### config.mk
export PLATFORM = sky130hd
export DESIGN_NAME = seq_bit_serializer_flat
export DESIGN_NICKNAME = d
export VERILOG_FILES = /design/src/rtl/seq_bit_serializer_pkg.sv /design/src/rtl/seq_bit_serializer_if.sv /design/src/rtl/seq_bit_serializer_shift_reg.sv /design/src/rtl/seq_bit_serializer.sv /design/src/flat_wrapper.sv
export SDC_FILE = /design/constraint.sdc
export NUM_CORES = 1
export LEC_CHECK = 0
export ABC_CLOCK_PERIOD_IN_PS = 1700
export BUFFER_PORTS_ARGS = -buffer_cell sky130_fd_sc_hd__buf_4
export CORE_UTILIZATION = 46
export CTS_CLUSTER_DIAMETER = 150
export DETAILED_ROUTE_END_ITERATION = 16
export PLACE_DENSITY = 0.79
export SLEW_MARGIN = 20
export SYNTH_ARGS = -nofsm -noshare
export SYNTH_HDL_FRONTEND = slang
export SYNTH_HIERARCHICAL = 1
export SYNTH_SLANG_ARGS = --single-unit
### constraint.sdc
create_clock -name clk -period 1.7 [get_ports clk]
set_input_delay 0.34 -clock clk [delete_from_list [all_inputs] [get_ports clk]]
set_output_delay 0.34 -clock clk [all_outputs]
set_load 0.02 [all_outputs]
### src/rtl/seq_bit_serializer_pkg.sv
// Shared definitions for the bit serializer: FSM encoding and default word width.
package seq_ser_pkg;

  localparam int DEF_WIDTH = 8;

  localparam logic [1:0] ST_IDLE_ENC   = 2'd0;
  localparam logic [1:0] ST_SHIFT_ENC  = 2'd1;
  localparam logic [1:0] ST_PARITY_ENC = 2'd2;

  typedef enum logic [1:0] {
    IDLE   = ST_IDLE_ENC,
    SHIFT  = ST_SHIFT_ENC,
    PARITY = ST_PARITY_ENC
  } state_t;

endpackage

### src/rtl/seq_bit_serializer_if.sv
// Parallel-word valid/ready handshake feeding the serializer.
interface seq_bit_serializer_if
  import seq_ser_pkg::*;
#(
  parameter int WIDTH = DEF_WIDTH
);
  logic [WIDTH-1:0] in_data;
  logic             in_valid;
  logic             in_ready;

  modport master (output in_data, output in_valid, input in_ready);
  modport slave  (input in_data, input in_valid, output in_ready);
endinterface

### src/rtl/seq_bit_serializer_shift_reg.sv
// Load/shift register whose edge bit is the serial output; with SER_PARITY_EN it also
// captures the word parity at load.
module ser_shift_reg
  import seq_ser_pkg::*;
#(
  parameter int WIDTH     = DEF_WIDTH,
  parameter int MSB_FIRST = 1
) (
  input  logic             clk,
  input  logic             rst,
  input  logic             load_i,
  input  logic             shift_i,
  input  logic             fill_i,
  input  logic [WIDTH-1:0] data_i,
  output logic             bit_o
`ifdef SER_PARITY_EN
  , output logic           par_o
`endif
);
  logic [WIDTH-1:0] sr_q, sr_d;

  // Load wins over shift so a back-to-back word replaces the drained register.
  always_comb begin
    sr_d = sr_q;
    if (load_i) begin
      sr_d = data_i;
    end else if (shift_i) begin
      sr_d = (MSB_FIRST != 0) ? {sr_q[WIDTH-2:0], fill_i} : {fill_i, sr_q[WIDTH-1:1]};
    end
  end

  always_ff @(posedge clk or negedge rst) begin
    if (!rst) sr_q <= '0;
    else      sr_q <= sr_d;
  end

  assign bit_o = (MSB_FIRST != 0) ? sr_q[WIDTH-1] : sr_q[0];

`ifdef SER_PARITY_EN
  logic par_q;

  always_ff @(posedge clk or negedge rst) begin
    if (!rst)        par_q <= 1'b0;
    else if (load_i) par_q <= ^data_i;
  end

  assign par_o = par_q;
`endif

endmodule

### src/rtl/seq_bit_serializer.sv
// Word-to-bit serializer feeding the 1010 detector. Define SER_PARITY_EN to append an
// even-parity bit after every word.
module seq_bit_serializer
  import seq_ser_pkg::*;
#(
  parameter int WIDTH     = DEF_WIDTH,
  parameter int MSB_FIRST = 1
) (
  input  logic                 clk,
  input  logic                 rst,
  seq_bit_serializer_if.slave  in_if,
  output logic                 ser_out,
  output logic                 ser_valid,
  output logic                 busy
);
  localparam int               CNT_W    = $clog2(WIDTH);
  localparam logic [CNT_W-1:0] CNT_LAST = CNT_W'(WIDTH - 1);
  localparam logic [CNT_W-1:0] CNT_ONE  = CNT_W'(1);

  state_t           state_q, state_d;
  logic [CNT_W-1:0] cnt_q, cnt_d;
  logic             ser_valid_q, busy_q;
  logic             in_ready, accept, last, load, shift, fill, sr_bit;

  assign last = (cnt_q == CNT_LAST);

`ifdef SER_PARITY_EN
  logic sr_par;
  // Parity enters the vacated end on the first shift and surfaces right after the last data bit.
  assign fill     = (cnt_q == '0) && sr_par;
  assign in_ready = rst && (state_q == IDLE || state_q == PARITY);
`else
  assign fill     = 1'b0;
  assign in_ready = rst && (state_q == IDLE || (state_q == SHIFT && last));
`endif

  assign accept         = in_if.in_valid && in_ready;
  assign in_if.in_ready = in_ready;

  always_comb begin
    state_d = state_q;
    cnt_d   = cnt_q;
    load    = 1'b0;
    shift   = 1'b0;
    case (state_q)
      IDLE: load = accept;
      SHIFT: begin
        shift = 1'b1;
        if (!last) begin
          cnt_d = cnt_q + CNT_ONE;
        end else begin
`ifdef SER_PARITY_EN
          state_d = PARITY;
`else
          state_d = IDLE;
          load    = accept;
`endif
        end
      end
      PARITY: begin
        shift   = 1'b1;
        state_d = IDLE;
        load    = accept;
      end
      default: state_d = IDLE;
    endcase
    if (load) begin
      state_d = SHIFT;
      cnt_d   = '0;
    end
  end

  always_ff @(posedge clk or negedge rst) begin
    if (!rst) begin
      state_q     <= IDLE;
      cnt_q       <= '0;
      ser_valid_q <= 1'b0;
      busy_q      <= 1'b0;
    end else begin
      state_q     <= state_d;
      cnt_q       <= cnt_d;
      ser_valid_q <= (state_d != IDLE);
      busy_q      <= (state_d != IDLE);
    end
  end

  ser_shift_reg #(
    .WIDTH     (WIDTH),
    .MSB_FIRST (MSB_FIRST)
  ) u_shift_reg (
    .clk     (clk),
    .rst     (rst),
    .load_i  (load),
    .shift_i (shift),
    .fill_i  (fill),
    .data_i  (in_if.in_data),
    .bit_o   (sr_bit)
`ifdef SER_PARITY_EN
    , .par_o (sr_par)
`endif
  );

  assign ser_out   = sr_bit;
  assign ser_valid = ser_valid_q;
  assign busy      = busy_q;

endmodule

### src/flat_wrapper.sv
// flat-port wrapper written by rule: the top's interface ports become plain ports
module seq_bit_serializer_flat import seq_ser_pkg::*;
#(
  parameter int WIDTH     = DEF_WIDTH,
  parameter int MSB_FIRST = 1
)
  (clk, rst, ser_out, ser_valid, busy, in_if_in_data, in_if_in_valid, in_if_in_ready);
  seq_bit_serializer_if #(.WIDTH(WIDTH)) in_if_i ();
  input  logic clk;
  input  logic rst;
  output logic ser_out;
  output logic ser_valid;
  output logic busy;
  input wire logic [$bits(in_if_i.in_data)-1:0] in_if_in_data;
  input wire logic [$bits(in_if_i.in_valid)-1:0] in_if_in_valid;
  output wire logic [$bits(in_if_i.in_ready)-1:0] in_if_in_ready;
  assign in_if_i.in_data = in_if_in_data;
  assign in_if_i.in_valid = in_if_in_valid;
  assign in_if_in_ready = in_if_i.in_ready;
  seq_bit_serializer #(.WIDTH(WIDTH), .MSB_FIRST(MSB_FIRST)) u_core (.clk(clk), .rst(rst), .in_if(in_if_i), .ser_out(ser_out), .ser_valid(ser_valid), .busy(busy));
endmodule
# Word level (Yosys, flattened, before mapping)
# Cells that the tools add are included.
# Widths: inputs -> output; s select.
[totals]
reg_bits = 14
ram_bits = 0
romBits = 0
n_memories = 0
inputBits = 11
wordCells = 31
latch_bits = 0
[classes]
n_lt_le_gt_ge = 0
shift = 0
eq_ne = 4
bitwise_logic = 0
reduce_logical = 11
div = 0
multipliers = 0
add_sub_neg = 1
mux = 11
[ops]
columns = ["cell", "count"]
rows = [
  ["$mux 8", 2],
  ["$mux 3", 3],
  ["$reduce_bool 2->1", 3],
  ["$mux 2", 2],
  ["$pmux 2 s2", 1],
  ["$reduce_or 2->1", 2],
  ["$add 3x1->3 const B", 1],
  ["$eq 3x3->1 const B", 1],
  ["$logic_and 1x1->1", 3],
  ["$eq 2x1->1 const B", 1],
  ["$eq 2x2->1 const B", 1],
  ["$logic_not 2->1", 1],
  ["$mux 1", 2],
  ["$ne 2x2->1 const B", 1],
  ["$pmux 1 s2", 1],
  ["$reduce_and 2->1", 1],
  ["$logic_or 1x1->1", 1],
]

# Longest topological paths before layout
[logic_depth]
ltp_word = 9
depth_mapped = 8
mapped_depth_nobuf = 7

# By module
# Netlist, hierarchy kept.
[by_module_without_submodules]
columns = ["module", "area_each_um2", "instances", "cells_each", "seq_area_each_um2"]
rows = [
  ["ser_shift_reg", 372.9, 1, 34, 200.2],
  ["seq_bit_serializer", 354.1, 1, 33, 150.1],
]

# Worst setup path before layout
# Ideal clock, no wire load.
[synth_timing]
kind = "register to register"
startpoint = "register u_core.cnt_q[0]"
endpoint = "register u_core.cnt_q[0]"
required_ns = 1.575
arrival_time_ns = 1.701
setup_slack_ns = -0.126
path_stages_with_launch = 8
path_cell_list = "dfrtp_1 ha_1 ha_1 a21oi_2 or3_1 inv_1 nor3_1 mux2_4"
[synth_via]
elab_chain_cells = 9
word_cells_on_any_way = 14
cone_classes = "add/sub (1); eq/ne (2); mux (5); reduce/logical (6)"
[synth_rtl]
columns = ["item", "line", "rtl"]
rows = [
  ["from (decl)", "seq_bit_serializer.sv:21", "logic [CNT_W-1:0] cnt_q, cnt_d;"],
  ["from (signal assigned)", "seq_bit_serializer.sv:81", "cnt_q <= cnt_d;"],
  ["$eq 3x3->1 (*)", "seq_bit_serializer.sv:25", "assign last = (cnt_q == CNT_LAST);"],
  ["$logic_and 1x1->1", "seq_bit_serializer.sv:34", "assign in_ready = rst && (state_q == IDLE || (state_q == SHIFT && last));"],
  ["$logic_or 1x1->1", "seq_bit_serializer.sv:34", ""],
  ["$logic_and 1x1->1", "seq_bit_serializer.sv:34", ""],
  ["$logic_and 1x1->1", "seq_bit_serializer.sv:37", "assign accept = in_if.in_valid && in_ready;"],
  ["$mux 1", "seq_bit_serializer.sv:49", "if (!last) begin"],
  ["$pmux 1 s2 (*)", "seq_bit_serializer.sv:45", "case (state_q)"],
  ["net u_core.load", "seq_bit_serializer.sv:23", "logic in_ready, accept, last, load, shift, fill, sr_bit;"],
  ["$ne 2x2->1 (no source line) / $reduce_bool 2->1 (equally long branches)", "n/a", ""],
  ["$reduce_and 2->1 (no source line)", "n/a", ""],
]
# Mark *: on every way through the listed nets, which the timed path passes. The rest lies on a longest branch. The select of a mux whose other input is x is not followed.
# A chain may end at the register's enable or synchronous reset.

# Final worst setup path
[layout_timing]
startpoint = "register u_core.cnt_q[0]"
endpoint = "output port in_if_in_ready"
[layout_via]
elab_chain_cells = 4
[layout_rtl]
columns = ["item", "line", "rtl"]
rows = [
  ["$eq 3x3->1", "seq_bit_serializer.sv:25", ""],
  ["$logic_and 1x1->1", "seq_bit_serializer.sv:34", ""],
  ["$logic_or 1x1->1", "seq_bit_serializer.sv:34", ""],
  ["$logic_and 1x1->1", "seq_bit_serializer.sv:34", ""],
  ["to (decl)", "flat_wrapper.sv:16", "output wire logic [$bits(in_if_i.in_ready)-1:0] in_if_in_ready;"],
]
# Every way passes these cells.

==> flow_summary_export.csv <==
group,metric,value,unit
timing,fin_hold_ws,0.2706,ns
pwr,switching_share,35.87,%
pwr,pwr-share-comb,51.8,%
drt,vias_per_cell,5.084,
critical_path,arrival,1.51,ns
global_routing,grt-ovfl-total,0,
floorplan,num_rows,13,
placed_design,dp_hpwl,955.5,µm
timing,slew_violations,0,
global_routing,grt_max_degree,18,
pwr,p_seq_share,34.5,%
logic_synthesis,syn-num-nets,83,
run_status,status,"finished, violations left",
global_routing,grt_usage,17.95,%
logic_synthesis,synth_area,726.9,µm²
critical_path,path_class,"register to output port",
floorplan,die_height,41.76,µm
critical_path,cp-start-kind,"register",
floorplan,core-area,0.001383,mm²
clock_network,path_clk_slew,0.08,ns
pwr,pwr_density_cell,1724,mW/mm²
cells_and_area,mostFrequentLayoutCells,"buf_4, dfrtp_1, nand2_1",
drt,firstDrtPassIters,3,
drt,drt-initial-drc-count,2,
cells_and_area,stdcell_count,107,
critical_path,end_kind,"output port",
floorplan,start_util,52.58,%
clock_network,cts-root-buf,"clkbuf_4",
cells_and_area,drive_above_1_share,43.48,%
placed_design,dp_cells,99,
drt,drt-met1-wl,617,µm
logic_synthesis,yosysSeqAreaShare,48.19,%
floorplan,die-width,41.76,µm
logic_synthesis,synthDistinctLibCells,21,
drt,wl_met2,726,µm
logic_synthesis,syn_avg_cell_area,10.85,µm²
pwr,p_clk_share,13.7,%
cells_and_area,mostFrequentLayoutCell,"buf_4",
cells_and_area,area_growth,35.11,%
placed_design,numPortBuffers,14,
timing,setup_viol,4,
global_routing,grt_pass1_vias,534,
placed_design,placed_area,875.8,µm²
floorplan,io_pins,15,
logic_synthesis,synth_area_leaders,"dfrtp_1, mux2i_1, ha_1",
timing,fin_crit_sh,108.7,%
drt,ant_nets,0,
clock_network,clk_latency,0.27,ns
pwr,peakVddDrop,1.006,mV
timing,hold_viol,0,
pwr,switchingPower,0.0006072,W
clock_network,cts-buffers-inserted,3,
cells_and_area,fin_area,982.2,µm²
clock_network,cts_tree,"built",
run_status,violations,"negative setup slack",
drt,met3_length,52,µm
logic_synthesis,synth-warning-count,6,
cells_and_area,fin_nets,109,
clock_network,cts_sinks,14,
timing,finClkSkew,0.006665,ns
timing,rsz0062_at_grt,"yes",
clock_network,clock_path_buffers,2,
critical_path,cp_max_fo,3,
cells_and_area,final_util,71.04,%
logic_synthesis,yosysTopAreaCell,"dfrtp_1",
timing,relSlewSlack,57.09,%
logic_synthesis,synth_top_area_share,48.19,%
min_path,hp-class,"input port to register",
global_routing,grt_pass1_wl,2346,µm
drt,highest_layer,"met4",
timing,fin_ws,-0.1478,ns
drt,drc,0,
cells_and_area,diodes,0,
placed_design,routabilityCongestion,0.7075,
run,cap_viol_max_count,0,
floorplan,dieArea,0.001743,mm²
critical_path,cp_data_required_time,1.36,ns
timing,worst_slew_pin_slew,0.6415,ns
clock_network,h-tree-depth,1,
global_routing,antenna_found_initial,0,
drt,vias,544,
timing,max_freq,541.2,MHz
pwr,p_leak,0.4791,nW
pwr,p_int,0.001086,W
drt,wirelength,1404,µm
timing,tns,-0.3064,ns
drt,post_drt_wl_per_cell,13.12,µm
logic_synthesis,synthCells,67,
logic_synthesis,ys_ff_latch,14,
timing,period_needed,1.848,ns
-- cells in the mapped netlist --
library cell  count
dfrtp_1          14
o21ai_0           2
buf_6             2
a22o_2            2
or3_1             1
buf_4             1
ha_1              5
and2b_2           1
nand2_1           9
nor3_1            2
mux2i_1           8
nor2_1            1
nand2b_1          1
inv_1             4
conb_1            1
o21ai_1           8
a21oi_1           1
a21o_1            1
o31a_2            1
a21oi_2           1
mux2_4            1
-- state kept, by name, indices dropped and copies added (netlist names) --
register	flops
u_core/busy	1
u_core/cnt_q	3
u_core/state_q	2
u_core/u_shift_reg/sr_q	8
-- power groups by stage --
stage / Clock (W) / Combinational [W] / Sequential, W
floorplan: 0 / 0.000541 / 0.000596
global placement: 0 / 0.000724 / 0.000571
detailed placement: 0 / 0.000756 / 0.000583
CTS: 0.000242 / 0.000841 / 0.000580
global route: 0.000262 / 0.000948 / 0.000599
finish: 0.000232 / 0.000877 / 0.000584
-- metal layers --
metal / global-route usage, % / vias up
met3: 6.522 / 2
met2: 30.31 / 10
met4: 3.871 / 0
met5: 0 / -
li1: - / 279
met1: 21.85 / 253
-- per-stage QoR --
step	power (W)	setup slack, ns
3_5_place_dp	0.001339	-0.08567
5_1_grt	0.001810	-0.2007
6_report	0.001693	-0.1478
3_3_place_gp	0.001295	-0.01282
2_1_floorplan	0.001137	0.001860
4_1_cts	0.001663	-0.1574
-- cells by family (layout without fill, tap and decap cells) --
group                      count (synthesis)  count (layout)  synth area share (%)
other                                      1               1                0.5159
DFF                                       14              14                 48.19
adders and majority gates                  5               5                 8.606
muxes                                      9               9                 13.08
and+or+nand+nor                           15              15                 9.467
buffers and inverters                      7              32                 6.196
AOI/OAI and AO/OA                         16              16                 13.94
-- final cells by class --
class                           instances  area [µm²]
Tap cell                               15       18.77
Multi-Input combinational cell         46       369.1
Inverter                                4       17.52
Sequential cell                        14       350.3
Timing Repair Buffer                   24       190.2
Clock buffer                            4       36.28
Fill cell                             108       400.4
-- critical path: stages (launching register included) --
cell	delay [ns]
dfrtp_1	0.39
ha_2	0.20
ha_4	0.16
a21oi_4	0.13
and2b_2	0.23
buf_6	0.12
-- repair_timing --
item | in CTS | in global routing
gates resized for setup | 6 | 2
setup endpoints to repair | 4 | 13
endpoints found under the hold margin | 14 | 0
buffers inserted | 1 | 2
pin swaps | 1 | 0
hold buffers | 1 | 0
-- worst paths after layout --
kind / start / end / slack [ns] / depth (start not counted)
worst max-delay path: u_core/cnt_q[0] / in_if_in_ready / -0.15 / 5
worst min-delay path: in_if_in_data[3] / u_core/u_shift_reg/sr_q[3] / 0.27 / 3
worst max register to register: u_core/state_q[1] / u_core/cnt_q[0] / -0.09 / 6
worst min register to register: u_core/u_shift_reg/sr_q[5] / u_core/u_shift_reg/sr_q[5] / 0.56 / 2
max in group asynchronous: rst / u_core/u_shift_reg/sr_q[0] / 0.57 / 3
min in group asynchronous: rst / u_core/busy / 0.71 / 3
Power figures use the tool's default switching activity.
